<file path="config.mk">
export PLATFORM = sky130hd
export DESIGN_NAME = frac_div_sched
export DESIGN_NICKNAME = d
export VERILOG_FILES = /design/src/rtl/frac_div_pkg.sv /design/src/rtl/int_div_seq.sv /design/src/rtl/frac_div_sched.sv
export SDC_FILE = /design/constraint.sdc
export NUM_CORES = 1
export LEC_CHECK = 0
export ABC_AREA = 0
export CORE_MARGIN = 2
export CORE_UTILIZATION = 45
export CTS_BUF_LIST = sky130_fd_sc_hd__clkbuf_8
export DETAILED_ROUTE_END_ITERATION = 16
export GPL_TIMING_DRIVEN = 0
export PLACE_DENSITY_LB_ADDON = 0.12
export SYNTH_ARGS = -nofsm -noshare
export SYNTH_HDL_FRONTEND = slang
export SYNTH_SLANG_ARGS = --single-unit
</file>
<file path="constraint.sdc">
create_clock -name clk_in -period 4.8 [get_ports clk_in]
set_input_delay 0.48 -clock clk_in [delete_from_list [all_inputs] [get_ports clk_in]]
set_output_delay 0.48 -clock clk_in [all_outputs]
set_load 0.1 [all_outputs]
</file>
<file path="src/rtl/frac_div_pkg.sv">
// frac_div_pkg: shared types and constants for the fractional clock scheduler.
//   state_e : output-period FSM (IDLE, RUN, STOP)
//   calc_e  : divider sub-FSM (C_IDLE, C_BUSY)
//   Q_MIN   : smallest legal integer period (M >= Q_MIN*N)
//   W_DEF   : default config width
package frac_div_pkg;
  localparam int W_DEF = 8;
  localparam int Q_MIN = 2;

  typedef enum logic [1:0] {
    IDLE = 2'd0,
    RUN  = 2'd1,
    STOP = 2'd2
  } state_e;

  typedef enum logic {
    C_IDLE = 1'b0,
    C_BUSY = 1'b1
  } calc_e;
endpackage

</file>
<file path="src/rtl/int_div_seq.sv">
// int_div_seq: sequential restoring divider, one quotient bit per cycle.
// Ports:
//   clk_in, rst (async, active-low)
//   start    : load dividend/divisor and begin (ignored while busy)
//   dividend : W-bit numerator, divisor : W-bit denominator (non-zero)
//   done     : 1-cycle pulse, W+1 cycles after start; quo/rem valid from then
//   quo, rem : registered results
module int_div_seq
  import frac_div_pkg::*;
#(
  parameter int W = W_DEF
) (
  input  logic         clk_in,
  input  logic         rst,
  input  logic         start,
  input  logic [W-1:0] dividend,
  input  logic [W-1:0] divisor,
  output logic         done,
  output logic [W-1:0] quo,
  output logic [W-1:0] rem
);
  localparam int CW = $clog2(W) + 1;

  calc_e         state_q, state_d;
  logic [CW-1:0] cnt_q, cnt_d;
  logic [W-1:0]  quo_q, quo_d, rem_q, rem_d, den_q, den_d;
  logic          done_q, done_d;
  logic [W:0]    trial;

  always_comb begin
    state_d = state_q;
    cnt_d   = cnt_q;
    quo_d   = quo_q;
    rem_d   = rem_q;
    den_d   = den_q;
    done_d  = 1'b0;
    // Shift the next dividend bit into the partial remainder.
    trial   = {rem_q, quo_q[W-1]};
    case (state_q)
      C_IDLE: begin
        if (start) begin
          quo_d   = dividend;
          rem_d   = '0;
          den_d   = divisor;
          cnt_d   = '0;
          state_d = C_BUSY;
        end
      end
      C_BUSY: begin
        if (trial >= {1'b0, den_q}) begin
          rem_d = W'(trial - {1'b0, den_q});
          quo_d = {quo_q[W-2:0], 1'b1};
        end else begin
          rem_d = trial[W-1:0];
          quo_d = {quo_q[W-2:0], 1'b0};
        end
        cnt_d = cnt_q + 1'b1;
        if (cnt_q == CW'(W - 1)) begin
          state_d = C_IDLE;
          done_d  = 1'b1;
        end
      end
      default: state_d = C_IDLE;
    endcase
  end

  always_ff @(posedge clk_in or negedge rst) begin
    if (!rst) begin
      state_q <= C_IDLE;
      cnt_q   <= '0;
      quo_q   <= '0;
      rem_q   <= '0;
      den_q   <= '0;
      done_q  <= 1'b0;
    end else begin
      state_q <= state_d;
      cnt_q   <= cnt_d;
      quo_q   <= quo_d;
      rem_q   <= rem_d;
      den_q   <= den_d;
      done_q  <= done_d;
    end
  end

  assign done = done_q;
  assign quo  = quo_q;
  assign rem  = rem_q;
endmodule

</file>
<file path="src/rtl/frac_div_sched.sv">
// frac_div_sched: runtime-configurable fractional clock scheduler.
// clk_out has an average period of M/N clk_in cycles, built from periods of
// Q and Q+1 cycles (Q=M/N, R=M%N) spread by an error accumulator.
// Ports:
//   clk_in, rst (async, active-low)
//   cfg_valid/cfg_ready/cfg_m/cfg_n : config handshake (M, N)
//   cfg_err      : 1-cycle pulse when a config is rejected (N=0 or M<2N)
//   en           : enable period generation
//   clk_out      : divided clock (high floor(L/2), low the rest)
//   period_start : pulse on the first high cycle of each period
//   busy         : high while a period is in progress
// Build option: FRAC_DIV_DEFAULT_CFG_EN makes DEF_M/DEF_N the active config
// at reset; otherwise en is ignored until a legal config has been applied.
module frac_div_sched
  import frac_div_pkg::*;
#(
  parameter int W     = W_DEF,
  parameter int DEF_M = 87,
  parameter int DEF_N = 10
) (
  input  logic         clk_in,
  input  logic         rst,
  input  logic         cfg_valid,
  output logic         cfg_ready,
  input  logic [W-1:0] cfg_m,
  input  logic [W-1:0] cfg_n,
  input  logic         en,
  output logic         clk_out,
  output logic         period_start,
  output logic         busy,
  output logic         cfg_err
);
  localparam logic [W-1:0] DEF_Q  = W'(DEF_M / DEF_N);
  localparam logic [W-1:0] DEF_R  = W'(DEF_M % DEF_N);
  localparam logic [W-1:0] DEF_NV = W'(DEF_N);
  // The active-config registers always reset to the defaults; only the
  // valid flag decides whether they count as a usable config.
`ifdef FRAC_DIV_DEFAULT_CFG_EN
  localparam logic DEF_VLD = 1'b1;
`else
  localparam logic DEF_VLD = 1'b0;
`endif

  state_e       state_q, state_d;
  logic         cfg_ready_q, cfg_ready_d, cfg_err_q, cfg_err_d;
  logic         pend_q, pend_d, avld_q, avld_d;
  logic [W-1:0] sq_q, sq_d, sr_q, sr_d, rn_q, rn_d;   // shadow Q/R, requested N
  logic [W-1:0] aq_q, aq_d, ar_q, ar_d, an_q, an_d;   // active Q/R/N
  logic [W-1:0] acc_q, acc_d;
  logic [W:0]   cnt_q, cnt_d, len_q, len_d;           // W+1 bits: Q+1 may be 2^W
  logic         clk_q, clk_d, ps_q, ps_d, busy_q, busy_d;

  logic         accept, legal, div_start, div_done, pend_eff, last, apply, launch, long_p;
  logic [W-1:0] div_q, div_r, nq, nr, q_sel, r_sel, n_sel, acc_base;
  logic [W:0]   acc_sum;

  int_div_seq #(.W(W)) u_div (
    .clk_in   (clk_in),
    .rst      (rst),
    .start    (div_start),
    .dividend (cfg_m),
    .divisor  (cfg_n),
    .done     (div_done),
    .quo      (div_q),
    .rem      (div_r)
  );

  always_comb begin
    accept    = cfg_valid && cfg_ready_q;
    legal     = (cfg_n != '0) &&
                ((W+2)'(cfg_m) >= (W+2)'(Q_MIN) * (W+2)'(cfg_n));
    div_start = accept && legal;

    // A divider result arriving on a boundary cycle is usable right away.
    pend_eff = pend_q || div_done;
    nq       = div_done ? div_q : sq_q;
    nr       = div_done ? div_r : sr_q;
    last     = busy_q && (cnt_q == len_q);
    apply    = pend_eff && (!busy_q || last);
    launch   = (state_q == RUN) && en && (!busy_q || last);

    q_sel    = apply ? nq   : aq_q;
    r_sel    = apply ? nr   : ar_q;
    n_sel    = apply ? rn_q : an_q;
    // Fresh config or a fresh run restarts the error accumulator.
    acc_base = (apply || !busy_q) ? '0 : acc_q;
    acc_sum  = {1'b0, acc_base} + {1'b0, r_sel};
    long_p   = acc_sum >= {1'b0, n_sel};

    state_d     = state_q;
    cfg_ready_d = cfg_ready_q;
    cfg_err_d   = 1'b0;
    pend_d      = pend_q;
    avld_d      = avld_q;
    sq_d        = sq_q;
    sr_d        = sr_q;
    rn_d        = rn_q;
    aq_d        = aq_q;
    ar_d        = ar_q;
    an_d        = an_q;
    acc_d       = acc_q;
    cnt_d       = cnt_q;
    len_d       = len_q;
    clk_d       = 1'b0;
    ps_d        = launch;
    busy_d      = busy_q;

    if (accept) begin
      if (legal) begin
        cfg_ready_d = 1'b0;
        rn_d        = cfg_n;
      end else begin
        cfg_err_d   = 1'b1;
      end
    end

    if (div_done) begin
      sq_d   = div_q;
      sr_d   = div_r;
      pend_d = 1'b1;
    end

    if (apply) begin
      aq_d        = nq;
      ar_d        = nr;
      an_d        = rn_q;
      avld_d      = 1'b1;
      pend_d      = 1'b0;
      cfg_ready_d = 1'b1;
      acc_d       = '0;
    end

    if (launch) begin
      len_d  = long_p ? {1'b0, q_sel} + (W+1)'(1) : {1'b0, q_sel};
      acc_d  = long_p ? W'(acc_sum - {1'b0, n_sel}) : acc_sum[W-1:0];
      cnt_d  = (W+1)'(1);
      clk_d  = 1'b1;
      busy_d = 1'b1;
    end else if (last) begin
      cnt_d  = '0;
      busy_d = 1'b0;
    end else if (busy_q) begin
      cnt_d  = cnt_q + 1'b1;
      clk_d  = (cnt_q + 1'b1) <= (len_q >> 1);
    end

    case (state_q)
      IDLE:    if (en && avld_q) state_d = RUN;
      RUN:     if (!en) state_d = STOP;
      STOP:    if (!busy_q || last) state_d = IDLE;
      default: state_d = IDLE;
    endcase
  end

  always_ff @(posedge clk_in or negedge rst) begin
    if (!rst) begin
      state_q     <= IDLE;
      cfg_ready_q <= 1'b1;
      cfg_err_q   <= 1'b0;
      pend_q      <= 1'b0;
      avld_q      <= DEF_VLD;
      sq_q        <= '0;
      sr_q        <= '0;
      rn_q        <= '0;
      aq_q        <= DEF_Q;
      ar_q        <= DEF_R;
      an_q        <= DEF_NV;
      acc_q       <= '0;
      cnt_q       <= '0;
      len_q       <= '0;
      clk_q       <= 1'b0;
      ps_q        <= 1'b0;
      busy_q      <= 1'b0;
    end else begin
      state_q     <= state_d;
      cfg_ready_q <= cfg_ready_d;
      cfg_err_q   <= cfg_err_d;
      pend_q      <= pend_d;
      avld_q      <= avld_d;
      sq_q        <= sq_d;
      sr_q        <= sr_d;
      rn_q        <= rn_d;
      aq_q        <= aq_d;
      ar_q        <= ar_d;
      an_q        <= an_d;
      acc_q       <= acc_d;
      cnt_q       <= cnt_d;
      len_q       <= len_d;
      clk_q       <= clk_d;
      ps_q        <= ps_d;
      busy_q      <= busy_d;
    end
  end

  assign cfg_ready    = cfg_ready_q;
  assign cfg_err      = cfg_err_q;
  assign clk_out      = clk_q;
  assign period_start = ps_q;
  assign busy         = busy_q;
endmodule

</file>
# ---- Word level (Yosys, flattened, before mapping)
# Cells that the tools add are included.
dict set report word_totals {
  in_bits 20
  regBits 113
}
dict set report op_classes {
  n_reduce_logical 24
  magnitude_cmp 4
  bitwise_logic 1
  n_mux 42
  eq_ne 8
  addsub 6
}
# operator count
set ops {}
lappend ops {{2-to-1 mux 8 bit} 12}
lappend ops {{2-to-1 mux 9 bit} 4}
lappend ops {{case mux 8 bit (2 select lines)} 2}
lappend ops {{greater-or-equal comparator 9 x 8 -> 1 bit} 2}
lappend ops {{2-to-1 mux 1 bit} 17}
lappend ops {{subtractor 8 bit} 2}
lappend ops {{nonzero test 2 bit} 5}
lappend ops {{adder 8 x 1 -> 9 bit (second input constant)} 1}
lappend ops {{adder 8 x 8 -> 9 bit} 1}
lappend ops {{adder 9 x 1 -> 9 bit (second input constant)} 1}
lappend ops {{equality test 9 bit} 1}
lappend ops {{greater-or-equal comparator 8 x 9 -> 1 bit} 1}
lappend ops {{less-or-equal comparator 9 x 8 -> 1 bit} 1}
lappend ops {{logical AND 1 bit} 8}
lappend ops {{!= test 2 bit (second input constant)} 4}
lappend ops {{case mux 4 bit (2 select lines)} 1}
lappend ops {{nonzero test 8 bit} 1}
lappend ops {{2-to-1 mux 2 bit} 3}
lappend ops {{case mux 2 bit (3 select lines)} 1}
lappend ops {{AND reduction 2 bit} 3}
lappend ops {{adder 4 x 1 -> 4 bit (second input constant)} 1}
lappend ops {{equality test 4 x 3 -> 1 bit (second input constant)} 1}
lappend ops {{2-to-1 mux 4 bit} 1}
lappend ops {{logical OR 1 bit} 3}
lappend ops {{other kinds (8)} 8}

# ---- Logic depth before layout (Yosys ltp)
dict set report depth {
  word_depth 10
  mapped_depth 24
}

# ---- By module
# From an unflattened synthesis, not the netlist that was laid out.
dict set report unflattened {
  cells_unflattened 638
  area_unflattened_um2 6521.3
}
# mod area_per_inst_um2 n_inst cells_per_inst
set by_module_without_submodules {}
lappend by_module_without_submodules {frac_div_sched 4783.3 1 463}
lappend by_module_without_submodules {int_div_seq 1737.9 1 175}

# ---- Least setup slack after synthesis
# No wires, ideal clock.
dict set report synth_timing {
  path_kind {register -> register}
  start {register cnt_q[0]}
  end {register len_q[5]}
  setup_ns 0.082
  period_less_slack_ns 4.875
  n_path_buf 3
  setup_slack_ns -0.075
  arrival_time_ns 4.793
  stages_incl_launch_ff 23
  required_time_ns 4.718
  cell_sequence {dfrtp_1 > xnor2_1 > nand4_2 > o31ai_2 > nand2_2 > buf_4 > clkbuf_1 > and3_1 > ha_1 > fa_1 > a211oi_1 > o21bai_1 > a21oi_1 > xnor2_1 > ha_1 > nand4_1 > o21ai_0 > a41o_1 > a21o_1 > buf_2 > o21ai_2 > or4_1 > a31oi_1}
}
dict set report synth_via {
  elab_chain_cells 9
  word_cells_on_any_way 14
  classes_between {add/sub: 2; order compare: 1; eq/ne: 1; mux: 5; reduce/logical: 5}
}
# element line
set synth_rtl {}
lappend synth_rtl {{start: declaration} frac_div_sched.sv:50} ;# logic [W:0] cnt_q, cnt_d, len_q, len_d;
lappend synth_rtl {{start signal: assignment} frac_div_sched.sv:187} ;# cnt_q <= cnt_d;
lappend synth_rtl {{equality test 9 bit (*)} frac_div_sched.sv:78} ;# last = busy_q && (cnt_q == len_q);
lappend synth_rtl {{logical AND 1 bit (*)} frac_div_sched.sv:78}
lappend synth_rtl {{logical OR 1 bit (*)} {frac_div_sched.sv:79, frac_div_sched.sv:80}}
lappend synth_rtl {{logical AND 1 bit} frac_div_sched.sv:79} ;# apply = pend_eff && (!busy_q || last);
lappend synth_rtl {{logical OR 1 bit} frac_div_sched.sv:86} ;# acc_base = (apply || !busy_q) ? '0 : acc_q;
lappend synth_rtl {{2-to-1 mux 8 bit} frac_div_sched.sv:86}
lappend synth_rtl {{adder 8 x 8 -> 9 bit} frac_div_sched.sv:87} ;# acc_sum = {1'b0, acc_base} + {1'b0, r_sel};
lappend synth_rtl {{greater-or-equal comparator 9 x 8 -> 1 bit} frac_div_sched.sv:88} ;# long_p = acc_sum >= {1'b0, n_sel};
lappend synth_rtl {{2-to-1 mux 9 bit} frac_div_sched.sv:134} ;# len_d = long_p ? {1'b0, q_sel} + (W+1)'(1) : {1'b0, q_sel};
lappend synth_rtl {{end signal: assignment} frac_div_sched.sv:188} ;# len_q <= len_d;
lappend synth_rtl {{end: declaration} frac_div_sched.sv:50}
# Mark *: on every way between the ends. The rest lies on a longest branch, timed or not.
# A chain may end at the register's enable or synchronous reset.

# ---- Worst setup path after layout
dict set report layout_timing {
  start {register len_q[2]}
  end {register len_q[5]}
}
dict set report layout_via {
  elab_chain_cells 9
  word_cells_on_any_way 14
  classes_between {add/sub: 2; order compare: 1; eq/ne: 1; mux: 5; reduce/logical: 5}
}
# element line
set layout_rtl {}
lappend layout_rtl {{equality test 9 bit (*)} frac_div_sched.sv:78}
lappend layout_rtl {{logical AND 1 bit (*)} frac_div_sched.sv:78}
lappend layout_rtl {{logical OR 1 bit (*)} {frac_div_sched.sv:79, frac_div_sched.sv:80}}
lappend layout_rtl {{logical AND 1 bit} frac_div_sched.sv:79}
lappend layout_rtl {{logical OR 1 bit} frac_div_sched.sv:86}
lappend layout_rtl {{2-to-1 mux 8 bit} frac_div_sched.sv:86}
lappend layout_rtl {{adder 8 x 8 -> 9 bit} frac_div_sched.sv:87}
lappend layout_rtl {{greater-or-equal comparator 9 x 8 -> 1 bit} frac_div_sched.sv:88}
lappend layout_rtl {{2-to-1 mux 9 bit} frac_div_sched.sv:134}
# Marked as above.

==> summary.txt <==
Status
  – Status: finished, final reports clean

Timing
  – Worst-Margin Slew: 971.9 ps
  – Slew Viols, Final: 0
  – Hold Vio Cnt, Final: 0
  – Final Cycle Share: 96.68%
  – Clock Skews: 12.90 ps
  – Setup TNS: 0 ps
  – Final setup vio count: 0
  – Slew HR: 35.00%
  – RSZ-0062 raised after global routing: true
  – Fmax: 215.5 MHz
  – Setup ws final: 159.2 ps
  – Worst Hold Margin: 441.7 ps
  – Min cycle time layout: 4641 ps

Clocking
  – CTS Buf Count: 17
  – Clock Sinks: 113
  – Root Driver: clkbuf_8
  – Worst-Skew Late Latency: 440 ps
  – CTS HTree Levels: 4
  – CTS tree: yes
  – CTS max path bufs: 2
  – Clk slew on worst S/H paths: 70 ps

Place
  – Hpwl dp: 11,310 um
  – Placer congestion estimate: 0.9125
  – Placed cell areas: 0.006914 mm^2
  – Port Buffer Count: 24
  – Pre-CTS WS: -869.4 ps

Logic synthesis
  – Synth Warn #: 0
  – Seq cells post-synth: 113
  – Most common cell in the netlist: dfrtp_1
  – Synth Area in Compound Gates: 15.84%
  – Ys flop type: dfrtp_1
  – Synth area leaders: dfrtp_1, ha_1, o21ai_0, mux2_2, nand2_1
  – Synth Area per Inst: 9.982 um^2
  – Post-synthesis simple-gate area fraction: 13.79%
  – XOR/XNOR Fraction of Synth Area: 4.361%
  – Adder-Cell Fraction of Synth Area: 9.151%
  – Cell Area, Synth: 0.006399 mm^2
  – Synth cell types: 69
  – Syn Inst Count: 641
  – Register area share after synthesis: 44.33%
  – Combinational family with the most area after synthesis: compound AO/OA/AOI/OAI gates
  – Async set-reset flop share out of synthesis: 100.0%
  – Syn nets: 706
  – Yosys top cell area share: 41.45%
  – Yosys top cell by area: dfrtp_1
  – Top post-synthesis cells by count: dfrtp_1, o21ai_0, nand2_1, ha_1, inv_1
  – Post-synth EDFFs: 0
  – Mux cell area share after synthesis: 8.467%

Pwr
  – Flop pwr share: 40.1%
  – Gate power share: 30.5%
  – P_leak: 3.683 nW
  – Peak supply drop: 0.2810 mV
  – Sw Share: 34.57%
  – P per Cell Area: 422.4 mW/mm^2
  – Clock Power Share: 29.4%
  – Switching power: 1.145 mW
  – Pint: 2.168 mW

Worst setup path
  – Setup CP Type: flop to flop
  – CP Launch Type: flop
  – Worst-path fanout max: 5
  – Worst path required time: 5160 ps
  – FF-to-FF End: len_q[5]
  – Critical path arrival: 5000 ps
  – Crit. End Element: flop
  – Reg2Reg Setup Slack: 160 ps
  – RR Startpoint: len_q[2]
  – Depth of the worst register-to-register path: 20

Run
  – Max_cap viols: 0

Detailed routing
  – DR vias: 4,975
  – DRT Pass-1 Iters: 5
  – Drt drc: 0
  – Total wire length: 15,840 um
  – Routed Antenna Nets: 0
  – WL/cell: 17.29 um
  – Routed vias/inst: 5.431
  – Starting DRT DRC Count: 245

Die
  – Die Wd: 123.2 um
  – Core box area: 0.01388 mm^2
  – Row Count: 43
  – Initial core utilization: 46.10%
  – Die footprint: 0.01519 mm^2
  – I/O pin cnt: 25
  – Die height: 123.2 um

Layout
  – Layout cells sized above 1: 21.60%
  – Nets@finish: 788
  – Antenna Cells: 0
  – Layout overhead on the synthesized area: 22.59%
  – # fillers: 1,206
  – Design area: 0.007844 mm^2

Global route
  – Initial antenna violation count: 0
  – Global-route wire length before repair: 25,900 um
  – Total track usage: 22.44%
  – Grt ovf: 0
  – Vias in the first global route: 5,047
  – Largest net degree at the start of global routing: 96

Worst hold path
  – Min-delay worst type: primary input to async pin
==> metal layers <==
layer | share of wire, % | track usage, % | vias up
met3 | 4.0 | 5.166 | 14
met1 | 47 | 29.80 | 2433
met2 | 48 | 36.64 | 78
met4 | 1.1 | 6.747 | 0
li1 | - | - | 2450
met5 | 0 | 0 | -
==> final cells by class <==
cell class,instances,area [um^2],share of cell area [%]
inverter,40,150.1,1.914
clock buffer,19,261.5,3.334
timing repair buffer,64,580.6,7.402
sequential,113,2845,36.27
tap,180,225.2,2.871
buffer,24,133.9,1.707
multi-input combinational,463,3477,44.33
clock inverter,13,170.2,2.169
==> kinds of logic (layout without fill, tap and decap cells) <==
family / Yosys count / in the layout
AO/OA/AOI/OAI: 160 / 160
XOR/XNOR: 31 / 31
adder cells (fa/ha/maj): 45 / 45
buffers and inverters: 65 / 160
flip-flops: 113 / 113
multiplexers: 50 / 50
AND/OR/NAND/NOR: 177 / 177
==> critical path, stage by stage (launching register included) <==
cell       delay (ps)
dfrtp_1           460
xnor2_4           190
nand3_2           100
o31a_4            370
nor2_4            130
buf_6             130
buf_6             100
mux2_4            330
fa_2              430
a21o_1            190
a21oi_2           180
xnor2_1           130
ha_1              360
o21ai_0           100
o2bb2ai_1         140
a31oi_1           190
a21o_1            160
buf_6             130
o21ai_4            60
or4_1             510
a31oi_1           140
==> how the worst max path moves through the flow <==
stage                   from  endpoint  slack, ps  depth (start not counted)
floorplan           cnt_q[0]  len_q[5]          5                         21
global placement         rst      busy      -1560                          1
detailed placement  cnt_q[0]  len_q[5]       -870                         22
CTS                 len_q[3]  len_q[5]          1                         21
global route        len_q[4]  len_q[5]        -60                         20
finish              len_q[2]  len_q[5]        160                         20
==> sequential cells by signal, indices dropped and copies added, names as in the netlist, 8 cells and up <==
| name | cells |
|---|---|
| cnt_q | 9 |
| len_q | 9 |
| aq_q | 8 |
| u_div.quo | 8 |
| u_div.den_q | 8 |
| acc_q | 8 |
| an_q | 8 |
| sr_q | 8 |
| u_div.rem | 8 |
| rn_q | 8 |
| sq_q | 8 |
| ar_q | 8 |
==> cell usage in the layout, fill, tap and decap left out, types with 15 or more instances in the layout <==
| cell type | count |
|---|---|
| nand2_1 | 65 |
| ha_1 | 37 |
| inv_1 | 41 |
| mux2_2 | 26 |
| clkbuf_1 | 15 |
| buf_4 | 36 |
| clkbuf_8 | 19 |
| clkdlybuf4s50_1 | 23 |
| o21ai_0 | 69 |
| xnor2_1 | 15 |
| nor2_1 | 29 |
| mux2i_1 | 20 |
| dfrtp_1 | 99 |
| nand3_1 | 19 |
| a21oi_1 | 16 |
==> per-stage QoR <==
stage / std cells / utilization [%] / total power, mW
final: 916 / 56.51 / 3.313
after global routing: 916 / 56.51 / 3.549
after CTS: 897 / 54.71 / 3.327
after detailed placement: 846 / 49.81 / 2.347
after global placement: 845 / 49.60 / 2.300
after floorplan: 641 / - / 2.045
==> power groups by stage <==
stage	logic (mW)	registers, mW	clock network (mW)
final	1.01	1.33	0.975
after global routing	1.16	1.35	1.04
after CTS	1.01	1.32	0.992
after detailed placement	1.01	1.34	0
after global placement	0.966	1.33	0
after floorplan	0.738	1.31	0
==> timing repair <==
item	in CTS	in global routing
hold buffers	1	0
pin swaps	13	28
buffers inserted	19	19
setup endpoints to repair	17	15
endpoints found under the hold margin	17	0
resized for setup	22	20
Power figures use the tool's default switching activity.
==> variant, RTL diff (same settings) <==
Put one more register stage on the output `cfg_err`. The value now appears one clock later. The other outputs are not delayed to match. Comments in the files are not updated.
--- a/src/rtl/frac_div_sched.sv
+++ b/src/rtl/frac_div_sched.sv
@@ -194,5 +194,7 @@
 
   assign cfg_ready    = cfg_ready_q;
-  assign cfg_err      = cfg_err_q;
+  always_ff @(posedge clk_in) begin
+    cfg_err <= cfg_err_q;
+  end
   assign clk_out      = clk_q;
   assign period_start = ps_q;
Behaviour: not the same (Yosys sat finds a counterexample within 4 cycles, from zero or initial values and one cycle with rst low).
==> variant against the unedited design <==
- sequential share of layout area increased by 0.70 points
- global-route usage down 0.51 points
- routed wire length shrank 0.45%
- cell area down 1.3%
- power shrank 3.7%
- synthesized area is 0.31% higher
- worst setup slack lost 110 ps
- final cell count unchanged
- sequential cell count rose by 1
- die area grew 0.30%
- non-clock buffer count is 1 lower
- largest power group unchanged
==> variant: results (changes against the unedited design) <==
[run_status]
status=finished clean

[layout]
drive_gt1_frac=0.204  ; -0.0122
n_antenna_cell=0  ; unchanged
final_nets=788  ; unchanged
reg.largest.list=cnt_q (9), len_q (9)
n_fill_cell=1246  ; +3.3%

[timing]
fin_worst_skew_ps=14.3  ; +1.42 ps
maxSlewHeadroom=0.348  ; -0.00216

[synthesis]
synth_ff_type=dfrtp_1
synthTopCellsByArea=dfrtp_1, ha_1, o21ai_0
syn-num-nets=707  ; +0.14%
ys_top_cells_by_count=dfrtp_1, o21ai_0, nand2_1, ha_1, inv_1
ys_seq_area_frac=0.445  ; +0.00174
ys_warn_count=0  ; unchanged
synth.distinct_cells=70  ; +1.4%
synth-async-reset-ratio=0.991  ; -0.00877

[drt]
dr.pass1.iters=5  ; unchanged
dr_total_vias=5076  ; +2.0%
drt_iter0_drc=320  ; +31%
wirelength_mm=15.8  ; -0.45%

[pwr]
p_leak_uw=0.00369  ; +0.25%
ir_worst_vdd_mv=0.247  ; -12%

[global_route]
grt_pass1_wl_mm=25.3  ; -2.2%
grt_usage=0.219  ; -0.00511
grt_pass1_vias=4976  ; -1.4%
antenna_found_initial=1  ; +1
grt_start_max_net_pins=71  ; -26%

[hold_path]
min_path_type=input pin to asynchronous set/reset pin

[clock_tree]
clockBufferDepth=2  ; unchanged
clockRootBuffer=clkbuf_8
clk_pin_slew_ps=70  ; about the same
cts_made_buffers=17  ; unchanged
htreeDepth=4  ; unchanged
clk_latency_ps=450

[setup_path]
cp.arrival_ps=5110  ; +110 ps
critPathMaxFanout=12  ; +7

[place]
port_buffers=24  ; unchanged
place_congestion=0.916  ; +0.33%
post-dp-hpwl_mm=11.3  ; -0.38%

## variant: final cells by class
| cell class | instances | area, µm² | area share |
|---|---|---|---|
| multi-input combinational | 463 | 3450 | 0.445 |
| inverter | 40 | 150 | 0.0194 |
| clock inverter | 10 | 68.8 | 0.00889 |
| buffer | 24 | 134 | 0.0173 |
| tap | 180 | 225 | 0.0291 |
| clock buffer | 22 | 303 | 0.0391 |
| timing repair buffer | 63 | 554 | 0.0716 |
| sequential | 114 | 2860 | 0.370 |
## variant: critical path, cell delays in order (launching register included)
cell      delay [ps]
dfrtp_1          460
xnor2_2          170
nand3_2          120
buf_4            170
o31ai_4          320
nand2_2          130
buf_12           160
and3_1           210
ha_4             170
fa_2             360
a211oi_2         220
o21bai_1         110
a21oi_2          200
xnor2_2          140
ha_4             310
nand4_1          100
o21ai_1          160
a41o_1           150
a21o_1           110
buf_6            140
o21ai_4           60
or4_1            520
a31oi_1          180
## variant: final timing paths
path	startpoint	endpoint	slack [ps]	depth (start not counted)
setup / recovery	cnt_q[5]	len_q[5]	50	22
hold / removal	rst	u_div.quo[6]	50	1
setup reg to reg	cnt_q[5]	len_q[5]	50	22
hold reg to reg	cfg_err_q	cfg_err	360	0
max in group asynchronous	rst	cfg_ready	3950	2
min in group clk_in	cfg_err_q	cfg_err	360	0
## variant: power breakdown
group / leakage (µW) / internal (µW) / switching, µW / total (µW)
registers: 0.00144 / 1170 / 158 / 1330
clock network: 0.000215 / 465 / 381 / 846
logic: 0.00204 / 419 / 594 / 1010
total: 0.00369 / 2060 / 1130 / 3190
## variant: cells by family (layout without fill, tap and decap cells)
family,after synthesis,count (layout),share of synthesized area
simple gates,177,177,0.137
compound gates,160,160,0.158
flops,114,114,0.445
buf+inv,65,159,0.0405
mux,50,50,0.0844
fa+ha+maj,45,45,0.0912
xor+xnor,31,31,0.0435
## variant: stage by stage
step | utilization | setup WS, ps | TNS [ps] | std cells | cell area, µm²
finish | 0.558 | 50.5 | 0 | 916 | 7740
global route | 0.558 | -154 | -580 | 916 | 7740
CTS | 0.541 | 4.30 | 0 | 898 | 7510
detailed placement | 0.499 | -803 | -9920 | 847 | 6930
global placement | 0.497 | -1500 | -123730 | 846 | 6910
floorplan | - | 4.60 | 0 | 642 | 6440
## variant: repair_timing
action | 4_1_cts | 5_1_grt
pin swaps | 14 | 26
gates resized for setup | 18 | 15
endpoints found under the setup margin | 17 | 16
setup buffers | 20 | 18
hold buffers | 0 | 0
## variant: per-layer routing
layer,share of wire,track usage
met1,0.47,0.301
met2,0.47,0.345
met3,0.040,0.0438
met4,0.017,0.0781
met5,0.00063,0
